--- config.mk ---
export PLATFORM = sky130hd
export DESIGN_NAME = align_rshift_pipe
export DESIGN_NICKNAME = d
export VERILOG_FILES = /design/src/rtl/align_pkg.sv /design/src/rtl/align_rshift_stage.sv /design/src/rtl/align_rshift_pipe.sv
export SDC_FILE = /design/constraint.sdc
export NUM_CORES = 1
export LEC_CHECK = 0
export CORE_MARGIN = 8
export CORE_UTILIZATION = 58
export CTS_CLUSTER_SIZE = 12
export DETAILED_ROUTE_END_ITERATION = 10
export PLACE_DENSITY_LB_ADDON = 0.2
export SLEW_MARGIN = 20
export SYNTH_ARGS = -nofsm -noshare
export SYNTH_HDL_FRONTEND = slang
export SYNTH_SLANG_ARGS = --single-unit
--- constraint.sdc ---
create_clock -name clk -period 3.52 [get_ports clk]
set_input_delay 0.704 -clock clk [delete_from_list [all_inputs] [get_ports clk]]
set_output_delay 0.704 -clock clk [all_outputs]
set_load 0.02 [all_outputs]
--- src/rtl/align_pkg.sv ---
// Shared types and sizing for the right-shift aligner.
// The payload struct is sized by ALIGN_N/ALIGN_SW. Retarget the mantissa width
// by changing ALIGN_N here; the aligner parameters default to these values.
// Optional feature macro: ALIGN_STICKY_EN (adds the sticky field to the payload).
package align_pkg;

  // Number of logarithmic shift levels for an n-bit word (n is a power of 2).
  function automatic int align_levels(input int n);
    return $clog2(n);
  endfunction

  localparam int ALIGN_N  = 16;
  localparam int ALIGN_L  = align_levels(ALIGN_N);
  localparam int ALIGN_SW = ALIGN_L + 1;

  // Inter-level payload: word, shift amount still to apply, sticky, slot valid.
  typedef struct packed {
    logic [ALIGN_N-1:0]  data;
    logic [ALIGN_SW-1:0] shamt;
`ifdef ALIGN_STICKY_EN
    logic                sticky;
`endif
    logic                valid;
  } align_payload_t;

endpackage

--- src/rtl/align_rshift_stage.sv ---
// One level of the logarithmic right shifter: conditionally shifts by 2^K and
// registers the payload when the pipeline enable is high.
// Optional feature macro: ALIGN_STICKY_EN (ORs the dropped bits into sticky).
module align_rshift_stage
  import align_pkg::*;
#(
  parameter int N = ALIGN_N,
  parameter int K = 0
) (
  input  logic           clk,
  input  logic           rst,
  input  logic           en,
  input  align_payload_t d,
  output align_payload_t q
);

  localparam int SH = 1 << K;

  align_payload_t nxt;

  // Select between the word and the word shifted by 2^K; collect dropped bits.
  always_comb begin
    nxt = d;
    if (d.shamt[K]) begin
      nxt.data = d.data >> SH;
`ifdef ALIGN_STICKY_EN
      nxt.sticky = d.sticky | (|d.data[SH-1:0]);
`endif
    end
  end

  // Payload register; the whole pipeline holds together when en is low.
  always_ff @(posedge clk) begin
    if (rst) begin
      q <= '0;
    end else if (en) begin
      q <= nxt;
    end
  end

endmodule

--- src/rtl/align_rshift_pipe.sv ---
// Pipelined logarithmic right-shift aligner for the FP adder alignment path.
// Shifts in_data right by in_shamt over log2(N) registered levels, with a
// valid/ready handshake and a single global stall enable.
// Optional feature macro: ALIGN_STICKY_EN (adds out_sticky and sticky tracking).
module align_rshift_pipe
  import align_pkg::*;
#(
  parameter int N  = ALIGN_N,
  parameter int SW = ALIGN_SW
) (
  input  logic          clk,
  input  logic          rst,
  input  logic          in_valid,
  output logic          in_ready,
  input  logic [N-1:0]  in_data,
  input  logic [SW-1:0] in_shamt,
  output logic          out_valid,
  input  logic          out_ready,
  output logic [N-1:0]  out_data
`ifdef ALIGN_STICKY_EN
  ,
  output logic          out_sticky
`endif
);

  localparam int L = align_levels(N);

  align_payload_t pre;
  align_payload_t lvl [0:L];
  logic           en;

  // Shift amounts of N or more empty the word entirely; the low shift bits are
  // cleared so the levels pass the (zero) word through untouched.
  always_comb begin
    pre       = '0;
    pre.valid = in_valid;
    pre.data  = in_data;
    pre.shamt = in_shamt;
`ifdef ALIGN_STICKY_EN
    pre.sticky = 1'b0;
`endif
    if (|in_shamt[SW-1:L]) begin
      pre.data  = '0;
      pre.shamt = '0;
`ifdef ALIGN_STICKY_EN
      pre.sticky = |in_data;
`endif
    end
  end

  assign lvl[0] = pre;

  // Advance only when the output slot is empty or being consumed.
  always_comb begin
    en = !lvl[L].valid || out_ready;
  end

  assign in_ready = en;

  for (genvar k = 0; k < L; k++) begin : g_lvl
    align_rshift_stage #(
      .N (N),
      .K (k)
    ) u_stage (
      .clk (clk),
      .rst (rst),
      .en  (en),
      .d   (lvl[k]),
      .q   (lvl[k+1])
    );
  end

  assign out_valid = lvl[L].valid;
  assign out_data  = lvl[L].data;
`ifdef ALIGN_STICKY_EN
  assign out_sticky = lvl[L].sticky;
`endif

  // All shift bits are consumed by the last level; the residue is not needed.
  logic unused_shamt;
  assign unused_shamt = ^lvl[L].shamt;

endmodule

* Yosys cells after proc, flatten, opt, wreduce, memory -nomap -nowiden
Cells that the tools add are included.
** Word-level totals
- Output and inout port bits :: 18
- Memories :: 0
- Register bits :: 80
- Bits of input ports :: 25
- Bits in read-only memories :: 0
- Word-level logic and storage cells :: 18
- Memory bits (writable) :: 0
- Latch bits :: 0
** Operators by class
- Equality and inequality tests :: 0
- Bitwise operators :: 0
- Divide/modulo/power cells :: 0
- Shifts and indexed selects :: 0
- $lt $le $gt $ge :: 0
- Multiply operators :: 0
- Muxes and demuxes :: 5
- Reduce and logical (&&, ||, !) cells :: 2
- Add/sub/neg operators :: 0
** Operator list (number)
- $mux W16 :: 4
- $mux W21 :: 1
- $logic_not A1 Y1 :: 1
- $logic_or A1 B1 Y1 :: 1

* Longest topological paths before layout
Gate-level depths: netlist (run 1).
- Word-level depth :: 2
- Depth in mapped cells :: 7
- Gate-level depth less buffers :: 4

* Cells and area by module
Synthesis (run 1) repeated with hierarchy kept, for this count alone.
** Second synthesis, totals
- Cells, all modules :: 384
- Area total of the unflattened synthesis :: 3893.7 um^2
** Modules (own cells, without submodules)
- align_rshift_stage at g_lvl[0].u_stage :: cells an instance 90, instances 1, area each 924.6 um^2
- align_rshift_stage at g_lvl[1].u_stage :: cells an instance 90, instances 1, area each 919.6 um^2
- align_rshift_stage at g_lvl[2].u_stage :: cells an instance 90, instances 1, area each 914.6 um^2
- align_rshift_stage at g_lvl[3].u_stage :: cells an instance 90, instances 1, area each 907.1 um^2
- align_rshift_pipe :: cells an instance 24, instances 1, area each 227.7 um^2

* Worst setup path before layout (run 1)
Ideal clock, no wire load.
- Path type :: input to output
- Start :: in out_ready
- End :: out in_ready
- Data required time :: 2816 ps
- Path slack :: 1523 ps
- Arrival :: 1293 ps
- Stages :: 5
- Cell sequence :: nor2b_4 buf_6 inv_2 buf_2 buf_2
** Between the ends
- Cells in the longest elaborated chain, start to end :: 1
** Ends and longest elaborated chain
- start: declaration :: line align_rshift_pipe.sv:18 : input logic out_ready,
- $logic_or A1 B1 Y1 :: line align_rshift_pipe.sv:55 : en = !lvl[L].valid || out_ready;
- end: declaration :: line align_rshift_pipe.sv:14 : output logic in_ready,
Every way passes these cells.

* Worst setup path in the final report (run 1)
Ends and elaborated chain as after synthesis.

==> run summary, run 1 <==
postcts setup bufs: 0
final wirelength: 5.59 mm
ranking of synthesized cells by area: dfxtp_1 (47%), mux2i_1 (16%), a211oi_1 (8.1%)
CP Launch Point: out_ready
commonest non-fill, non-tap cell in the layout: dfxtp_1
IO Port Bufs: 42
Final Hold Fails: 0
Synthesized Nets: 340
clk buf depth: 2
Syn Inst Count: 315
All-Layer GR Usage: 16.0%
Yosys top cell by area: dfxtp_1
Static Leak: 1.31 nW
largest net degree at the start of global routing: 93
fill count: 462
clk root buf: clkbuf_8
Slew HR: 44.7%
DR pass1 iterations: 4
Die W: 89.7 um
worst slack, placed: 0.904 ns
clk_lat worst skew: 0.34 ns
die area: 0.00804 mm2
Hold-fix buffers, CTS: 0
first-pass GRT wire length: 9.74 mm
share of post-route cells with drive strength above 1: 8.67%
vias in the first global route: 2117
post-DR wirelength/cell: 13.4 um
Crit Reg-Reg Startpoint: g_lvl[3].u_stage.q[0]$_SDFFE_PP0P_
H-tree lvl count: 3
vias: 2232
synth unique cells: 19
Placer Congestion: 0.732
path type of the worst setup path: input pin to primary output
Worst VDD drop: 0.000254 V
DRT iter0 DRCs: 136
Startpoint Class: input pin
Final WS setup: 0.921 ns
I/O pin count: 43
Syn Area/Cell: 10.0 um2
biggest regs: g_lvl.u_stage.q x74
fin crit period: 2.60 ns
# setup viols final: 0
Detail Route Antenna Nets: 0
Vias per Instance: 5.34
clk slew on worst S/H paths: 0.07 ns
Initial Util: 58.6%
area delta synth->final: 16.4%
Core ar.: 0.00537 mm2
TritonCTS clock tree: done
HP Class: flop to flop
fin. max-slew vios: 0
Critical Path End Type: primary output
number of flip-flops under the largest register name: 74
skew final: 0.00909 ns
total gr overflow: 0
worst-margin pin slew: 0.830 ns
Final Cycle Share: 73.8%
status: completed
Die H: 89.7 um
# rows: 27
cts repair resizes: 0
crit path DAT: 1.89 ns
final setup TNS: 0 ns
initial antenna violation count: 0
commonest cells after routing, fill and taps aside: dfxtp_1 (74), mux2i_1 (49), clkdlybuf4s50_1 (41)
Yosys top cell area share: 47.0%
Design Power: 1.58 mW
total CTS buffers: 9
cell area after synthesis: 0.00315 mm2
DRC viols: 0
YS warnings: 0
diode count: 0
Max Cap Viol: 0
critical path fanouts, max: 2
required time worst endpoint: 2.82 ns
FMAX: 385 MHz
HPWL Detailed: 3.79 mm
Top reg by flops: g_lvl.u_stage.q
RSZ-0062 raised after global routing: false
P per Cell Area: 431 mW/mm2
post-synthesis sequential area ratio: 47.0%
hold_sp: g_lvl[3].u_stage.q[20]$_SDFFE_PP0P_
CTS Sinks: 74
register bit total from synthesis: 74
Post-layout nets: 366
report_power, final:
group | total (mW) | internal (mW) | switching (mW) | leakage (nW)
clock | 0.561 | 0.273 | 0.288 | 0.0872
sequential | 0.893 | 0.867 | 0.0267 | 0.602
combinational | 0.127 | 0.0694 | 0.0578 | 0.622
stage by stage:
step	cell area, um2	hold WS, ns	utilization (%)	instances
floorplan	3150	0.432	-	315
global route	3670	0.477	68.3	418
finish	3670	0.448	68.3	418
CTS	3670	0.453	68.3	418
detailed placement	3500	0.445	65.2	402
global placement	3500	0.438	65.2	402
area by class of cell:
class | instances | area, um2 | share of cell area (%)
Tap cell | 72 | 90.1 | 2.46
Multi-Input combinational cell | 209 | 1480 | 40.4
Inverter | 1 | 3.75 | 0.102
Clock buffer | 13 | 149 | 4.06
Timing Repair Buffer | 46 | 445 | 12.2
Clock inverter | 3 | 15.0 | 0.410
Sequential cell | 74 | 1480 | 40.4
logic make-up (layout without fill, tap and decap cells):
kind of cell | count (synthesis) | in the layout | share of synthesized area (%)
simple gates | 87 | 87 | 13.0
compound gates | 73 | 73 | 18.5
buf+inv | 32 | 63 | 5.92
mux | 49 | 49 | 15.6
flops | 74 | 74 | 47.0
synthesized netlist by cell type (all sizes together):
cell type,count
mux2i,49
a211oi,34
nand3b,17
or4b,1
buf,21
or3,1
nor2b,1
a21oi,24
clkbuf,10
nand2,30
inv,1
nor2,37
dfxtp,74
o2bb2ai,15
critical path: stages:
cell	delay (ns)
clkdlybuf4s50_1	0.50
nor2b_4	0.05
inv_2	0.04
clkdlybuf4s50_1	0.59
routing by layer:
layer / vias to the layer above / part of all wire [%] / track usage (%)
li1: 1183 / - / -
met1: 999 / 48 / 20.6
met2: 43 / 46 / 23.6
met3: 7 / 4.5 / 4.91
met4: 0 / 1.7 / 7.70
met5: - / 0 / 0
worst paths after layout:
check                                                      endpoint  slack, ns  cells past startpoint
worst max-delay path                                       in_ready       0.92                      4
worst min-delay path            g_lvl[3].u_stage.q[20]$_SDFFE_PP0P_       0.45                      2
worst max register to register  g_lvl[0].u_stage.q[11]$_SDFFE_PP0P_       1.76                      6
worst min register to register  g_lvl[3].u_stage.q[20]$_SDFFE_PP0P_       0.45                      2
Power figures use the tool's default switching activity.
==> inputs of run 2 (changes only) <==
--- a/config.mk
+++ b/config.mk
@@ -6,7 +6,7 @@
 export NUM_CORES = 1
 export LEC_CHECK = 0
 export CORE_MARGIN = 8
-export CORE_UTILIZATION = 58
+export CORE_UTILIZATION = 54
 export CTS_CLUSTER_SIZE = 12
 export DETAILED_ROUTE_END_ITERATION = 10
 export PLACE_DENSITY_LB_ADDON = 0.2
==> constraint.sdc (replaced) <==
create_clock -name clk -period 2.4 [get_ports clk]
set_input_delay 0.48 -clock clk [delete_from_list [all_inputs] [get_ports clk]]
set_output_delay 0.48 -clock clk [all_outputs]
set_load 0.02 [all_outputs]
==> run summary, run 2 (synthesized netlist as in run 1, its figures left out) <==
Worst VDD drop: 0.000350 V (was 0.000254 V)
biggest regs: g_lvl.u_stage.q x74 (unchanged)
Final Hold Fails: 0 (unchanged)
R2R Path End: g_lvl[0].u_stage.q[12]$_SDFFE_PP0P_ (was g_lvl[0].u_stage.q[11]$_SDFFE_PP0P_)
Min-Delay Endpoint: g_lvl[3].u_stage.q[20]$_SDFFE_PP0P_ (unchanged)
Placer Congestion: 0.746 (was 0.732)
Core Util, Final: 64.5% (was 68.3%)
fin crit period: 2.22 ns
final setup TNS: 0 ns (unchanged)
FMAX: 451 MHz
IO Port Bufs: 42 (unchanged)
status: completed (unchanged)
Vias per Instance: 5.27 (was 5.34)
hold path cells: 2 (unchanged)
first-pass GRT wire length: 9.41 mm (was 9.74 mm)
total CTS buffers: 9 (unchanged)
HPWL Detailed: 3.83 mm (was 3.79 mm)
clk_lat worst skew: 0.34 ns (about the same)
crit path DAT: 1.74 ns (was 1.89 ns)
Die W: 92.4 um (was 89.7 um)
Post-layout nets: 367 (was 366)
DR pass1 iterations: 4 (unchanged)
Max Cap Viol: 0 (unchanged)
fill count: 513 (was 462)
Detail Route Antenna Nets: 0 (unchanged)
area occupied by multi-input gates: 0.00148 mm2 (unchanged)
Slew HR: 47.7% (was 44.7%)
diode count: 0 (unchanged)
HP Class: flop to flop (unchanged)
FF-to-FF setup slack: 0.72 ns (was 1.76 ns)
Hold-fix buffers, CTS: 0 (unchanged)
commonest cells after routing, fill and taps aside: dfxtp_1 (74), mux2i_1 (49), clkdlybuf4s50_1 (41) (unchanged)
critical path fanouts, max: 2 (unchanged)
Core ar.: 0.00578 mm2 (was 0.00537 mm2)
TritonCTS clock tree: done (unchanged)
share of post-route cells with drive strength above 1: 9.80% (was 8.67%)
cts repair resizes: 0 (unchanged)
clk buf depth: 2 (unchanged)
All-Layer GR Usage: 13.7% (was 16.0%)
CP Launch Point: out_ready (unchanged)
clk root buf: clkbuf_8 (unchanged)
postcts setup bufs: 0 (unchanged)
Critical Path End Type: primary output (unchanged)
CTS Sinks: 74 (unchanged)
area delta synth->final: 18.4% (was 16.4%)
commonest non-fill, non-tap cell in the layout: dfxtp_1 (unchanged)
clk slew on worst S/H paths: 0.07 ns (about the same)
Startpoint Class: input pin (unchanged)
worst-margin pin slew: 0.784 ns (was 0.830 ns)
Crit Reg-Reg Startpoint: g_lvl[3].u_stage.q[0]$_SDFFE_PP0P_ (unchanged)
R2R depth: 4 (was 6)
largest net degree at the start of global routing: 93 (unchanged)
# rows: 28 (was 27)
total gr overflow: 0 (unchanged)
die area: 0.00853 mm2 (was 0.00804 mm2)
final wirelength: 5.66 mm (was 5.59 mm)
P per Cell Area: 662 mW/mm2 (was 431 mW/mm2)
Seq. cell area: 0.00148 mm2 (unchanged)
number of flip-flops under the largest register name: 74 (unchanged)
H-tree lvl count: 3 (unchanged)
Top reg by flops: g_lvl.u_stage.q (unchanged)
RSZ-0062 raised after global routing: false (unchanged)
DRC viols: 0 (unchanged)
fin. max-slew vios: 0 (unchanged)
post-DR wirelength/cell: 13.4 um (about the same)
Design Power: 2.47 mW (was 1.58 mW)
Static Leak: 1.34 nW (was 1.31 nW)
Final Cycle Share: 92.5%
required time worst endpoint: 1.92 ns (was 2.82 ns)
hold_sp: g_lvl[3].u_stage.q[20]$_SDFFE_PP0P_ (unchanged)
vias: 2226 (was 2232)
Die H: 92.4 um (was 89.7 um)
initial antenna violation count: 0 (unchanged)
Initial Util: 54.5% (was 58.6%)
I/O pin count: 43 (unchanged)
# setup viols final: 0 (unchanged)
DRT iter0 DRCs: 118 (was 136)
path type of the worst setup path: input pin to primary output (unchanged)
vias in the first global route: 1989 (was 2117)
skew final: 0.00897 ns (was 0.00909 ns)
==> run 2: worst max-delay path: stages <==
cell and delay (ns):
clkdlybuf4s50_1 0.51, nor2b_4 0.05, inv_2 0.07, clkdlybuf4s50_1 0.63
==> run 2: cell type report <==
cell class / instances / area share (%)
Inverter: 1 / 0.101
Sequential cell: 74 / 39.7
Timing Repair Buffer: 47 / 12.5
Clock buffer: 11 / 4.06
Tap cell: 75 / 2.52
Clock inverter: 5 / 1.41
Multi-Input combinational cell: 209 / 39.7
==> run 2: worst max path at each step <==
stage | endpoint | slack [ns] | cells past startpoint
5_1_grt | in_ready | 0.14 | 4
4_1_cts | in_ready | 0.16 | 4
6_report | in_ready | 0.18 | 4
2_1_floorplan | in_ready | 0.83 | 5
3_3_place_gp | g_lvl[0].u_stage.q[14]$_SDFFE_PP0P_ | 0.14 | 5
3_5_place_dp | g_lvl[0].u_stage.q[11]$_SDFFE_PP0P_ | 0.12 | 5
==> run 2: power by group <==
group	switching, mW	internal (mW)
Clock	0.439	0.531
Sequential	0.0381	1.27
Combinational	0.0857	0.103
Total	0.563	1.90
==> run 2: per-stage QoR <==
step | setup WS, ns | instances | hold slack [ns] | cell area (um2)
after floorplan | 0.829 | 315 | 0.432 | 3150
after global placement | 0.137 | 406 | 0.440 | 3530
after detailed placement | 0.117 | 406 | 0.444 | 3530
after CTS | 0.158 | 422 | 0.455 | 3730
after global routing | 0.143 | 422 | 0.480 | 3730
final | 0.180 | 422 | 0.452 | 3730
==> run 2: metal layers <==
metal | GRT usage, % | vias up | wire [um]
met5 | 0 | - | 0
met3 | 3.88 | 10 | 332
met1 | 17.6 | 970 | 2710
met4 | 8.05 | 0 | 118
li1 | - | 1187 | -
met2 | 20.0 | 59 | 2510
==> inputs of run 3 (changes only) <==
--- a/config.mk
+++ b/config.mk
@@ -6,7 +6,8 @@
 export NUM_CORES = 1
 export LEC_CHECK = 0
 export CORE_MARGIN = 8
-export CORE_UTILIZATION = 54
+export CORE_UTILIZATION = 49
+export CTS_CLUSTER_DIAMETER = 100
 export CTS_CLUSTER_SIZE = 12
 export DETAILED_ROUTE_END_ITERATION = 10
 export PLACE_DENSITY_LB_ADDON = 0.2
==> constraint.sdc (replaced) <==
create_clock -name clk -period 1.86 [get_ports clk]
set_input_delay 0.372 -clock clk [delete_from_list [all_inputs] [get_ports clk]]
set_output_delay 0.372 -clock clk [all_outputs]
set_load 0.02 [all_outputs]
==> run summary, run 3 (synthesized netlist as in run 1, its figures left out) <==
GR met2 Demand/Resource: 21.6% (was 20.0%)
clk root buf: clkbuf_8 (unchanged)
Critical Path End Type: primary output (unchanged)
Post-layout nets: 374 (was 367)
postcts setup bufs: 0 (unchanged)
largest net degree at the start of global routing: 58 (was 93)
Slew HR: 63.2% (was 47.7%)
Final Hold Fails: 0 (unchanged)
Worst VDD drop: 0.000415 V (was 0.000350 V)
DRT iter0 DRCs: 44 (was 118)
post-DR wirelength/cell: 13.5 um (was 13.4 um)
# rows: 29 (was 28)
R2R depth: 5 (was 4)
commonest cells after routing, fill and taps aside: dfxtp_1 (74), mux2i_1 (49), clkdlybuf4s50_1 (40) (was dfxtp_1 (74), mux2i_1 (49), clkdlybuf4s50_1 (41))
placed cells: 415 (was 406)
Max Cap Viol: 0 (unchanged)
DR pass1 iterations: 4 (unchanged)
total gr overflow: 0 (unchanged)
Initial Util: 50.2% (was 54.5%)
Die W: 96.2 um (was 92.4 um)
Vias per Instance: 5.27 (about the same)
GR Layer Usage met3: 2.89% (was 3.88%)
first-pass GRT wire length: 10.1 mm (was 9.41 mm)
hold_sp: rst (was g_lvl[3].u_stage.q[20]$_SDFFE_PP0P_)
IO Port Bufs: 42 (unchanged)
final wirelength: 5.83 mm (was 5.66 mm)
R2R Path End: g_lvl[0].u_stage.q[11]$_SDFFE_PP0P_ (was g_lvl[0].u_stage.q[12]$_SDFFE_PP0P_)
worst-margin pin slew: 0.551 ns (was 0.784 ns)
slowest cell on the critical path: clkdlybuf4s50_1 (unchanged)
hold path cells: 2 (unchanged)
status: completed (unchanged)
Placer Congestion: 0.702 (was 0.746)
total CTS buffers: 9 (unchanged)
HP Class: input pin to flop (was flop to flop)
TritonCTS clock tree: done (unchanged)
vias in the first global route: 2134 (was 1989)
initial antenna violation count: 0 (unchanged)
fin. max-slew vios: 0 (unchanged)
Crit Reg-Reg Startpoint: g_lvl[3].u_stage.q[0]$_SDFFE_PP0P_ (unchanged)
required time worst endpoint: 1.49 ns (was 1.92 ns)
fin crit period: 1.67 ns
I/O pin count: 43 (unchanged)
vias: 2270 (was 2226)
path type of the worst setup path: input pin to primary output (unchanged)
fill count: 574 (was 513)
Startpoint Class: input pin (unchanged)
P per Cell Area: 822 mW/mm2 (was 662 mW/mm2)
critical path, cell by cell: clkdlybuf4s50_1 > nor2b_4 > inv_2 > dlygate4sd2_1 (was clkdlybuf4s50_1 > nor2b_4 > inv_2 > clkdlybuf4s50_1)
skew final: 0.00582 ns (was 0.00897 ns)
clk_lat worst skew: 0.34 ns (about the same)
number of flip-flops under the largest register name: 74 (unchanged)
placed cell areas: 0.00361 mm2 (was 0.00353 mm2)
busiest layer in global routing: met2 (unchanged)
All-Layer GR Usage: 13.9% (was 13.7%)
clk slew on worst S/H paths: 0.07 ns (about the same)
worst slack, placed: -0.0914 ns (was 0.117 ns)
Max stage delay on crit path: 0.44 ns (was 0.63 ns)
H-tree lvl count: 3 (unchanged)
share of post-route cells with drive strength above 1: 10.5% (was 9.80%)
FF-to-FF setup slack: 0.55 ns (was 0.72 ns)
finished layout cell area: 0.00378 mm2 (was 0.00373 mm2)
diode count: 0 (unchanged)
Core Util, Final: 60.3% (was 64.5%)
Core ar.: 0.00628 mm2 (was 0.00578 mm2)
# setup viols final: 0 (unchanged)
clk buf depth: 2 (unchanged)
biggest regs: g_lvl.u_stage.q x74 (unchanged)
Static Leak: 1.37 nW (was 1.34 nW)
RSZ-0062 raised after global routing: false (unchanged)
CTS Sinks: 74 (unchanged)
FMAX: 599 MHz
CP top delay family: buffers and inverters (unchanged)
Buf/Inv on CP: 3 (unchanged)
Min-Delay Endpoint: g_lvl[1].u_stage.q[20]$_SDFFE_PP0P_ (was g_lvl[3].u_stage.q[20]$_SDFFE_PP0P_)
GRT met1 Usage: 17.1% (was 17.6%)
Top reg by flops: g_lvl.u_stage.q (unchanged)
Die H: 96.2 um (was 92.4 um)
DRC viols: 0 (unchanged)
commonest non-fill, non-tap cell in the layout: dfxtp_1 (unchanged)
crit path DAT: 1.30 ns (was 1.74 ns)
critical path fanouts, max: 2 (unchanged)
Final Cycle Share: 89.8%
HPWL Detailed: 4.10 mm (was 3.83 mm)
Detail Route Antenna Nets: 0 (unchanged)
Final Non-Filler Cells: 431 (was 422)
final setup TNS: 0 ns (unchanged)
Final WS setup: 0.190 ns (was 0.180 ns)
area delta synth->final: 20.1% (was 18.4%)
die area: 0.00925 mm2 (was 0.00853 mm2)
run 3: changes by cell type in the layout (fill, tap and decap cells not counted), sizes merged:
cell / delta
clkbuf: +2
clkinvlp: -1
buf: +7
clkinv: -1
dlygate4sd2: +1
clkdlybuf4s50: -1
run 3: layout make-up:
cell class | count | area, um2 | area share, %
flip-flops and latches | 74 | 1480 | 39.2
multi-input cells | 209 | 1480 | 39.2
well taps | 77 | 96.3 | 2.55
repair buffers | 54 | 542 | 14.3
inverters | 1 | 3.75 | 0.0992
clock buffers | 13 | 139 | 3.67
clock inverters | 3 | 40.0 | 1.06
run 3: worst max path at each step:
stage | from | to | slack [ns] | cells after the start
CTS | out_ready | in_ready | 0.18 | 4
floorplan | g_lvl[3].u_stage.q[0]$_SDFFE_PP0P_ | in_ready | 0.40 | 5
global route | g_lvl[3].u_stage.q[7]$_SDFFE_PP0P_ | out_data[1] | 0.14 | 1
detailed placement | out_ready | in_ready | -0.09 | 4
finish | out_ready | in_ready | 0.19 | 4
global placement | out_ready | in_ready | -0.08 | 4
run 3: repair_timing:
item	in CTS	in global routing
endpoints found under the setup margin	1	0
hold buffers	0	0
resized for setup	1	0
endpoints found under the hold margin	0	0
run 3: stage by stage:
step	hold slack, ns	total power [mW]
after floorplan	0.432	1.88
after global placement	0.439	1.98
after detailed placement	0.446	1.98
after CTS	0.299	3.14
after global routing	0.321	3.24
final	0.312	3.11
run 3: layer usage:
layer / up-vias / wire (um)
met1: 1022 / 2790
met4: 0 / 136
met5: - / 0
li1: 1198 / -
met3: 8 / 260
met2: 42 / 2640
run 3: report_power, final:
part	switching (mW)	total (mW)	internal, mW	leakage, nW
combinational	0.125	0.267	0.142	0.676
sequential	0.0386	1.68	1.64	0.602
clock	0.547	1.17	0.618	0.0914
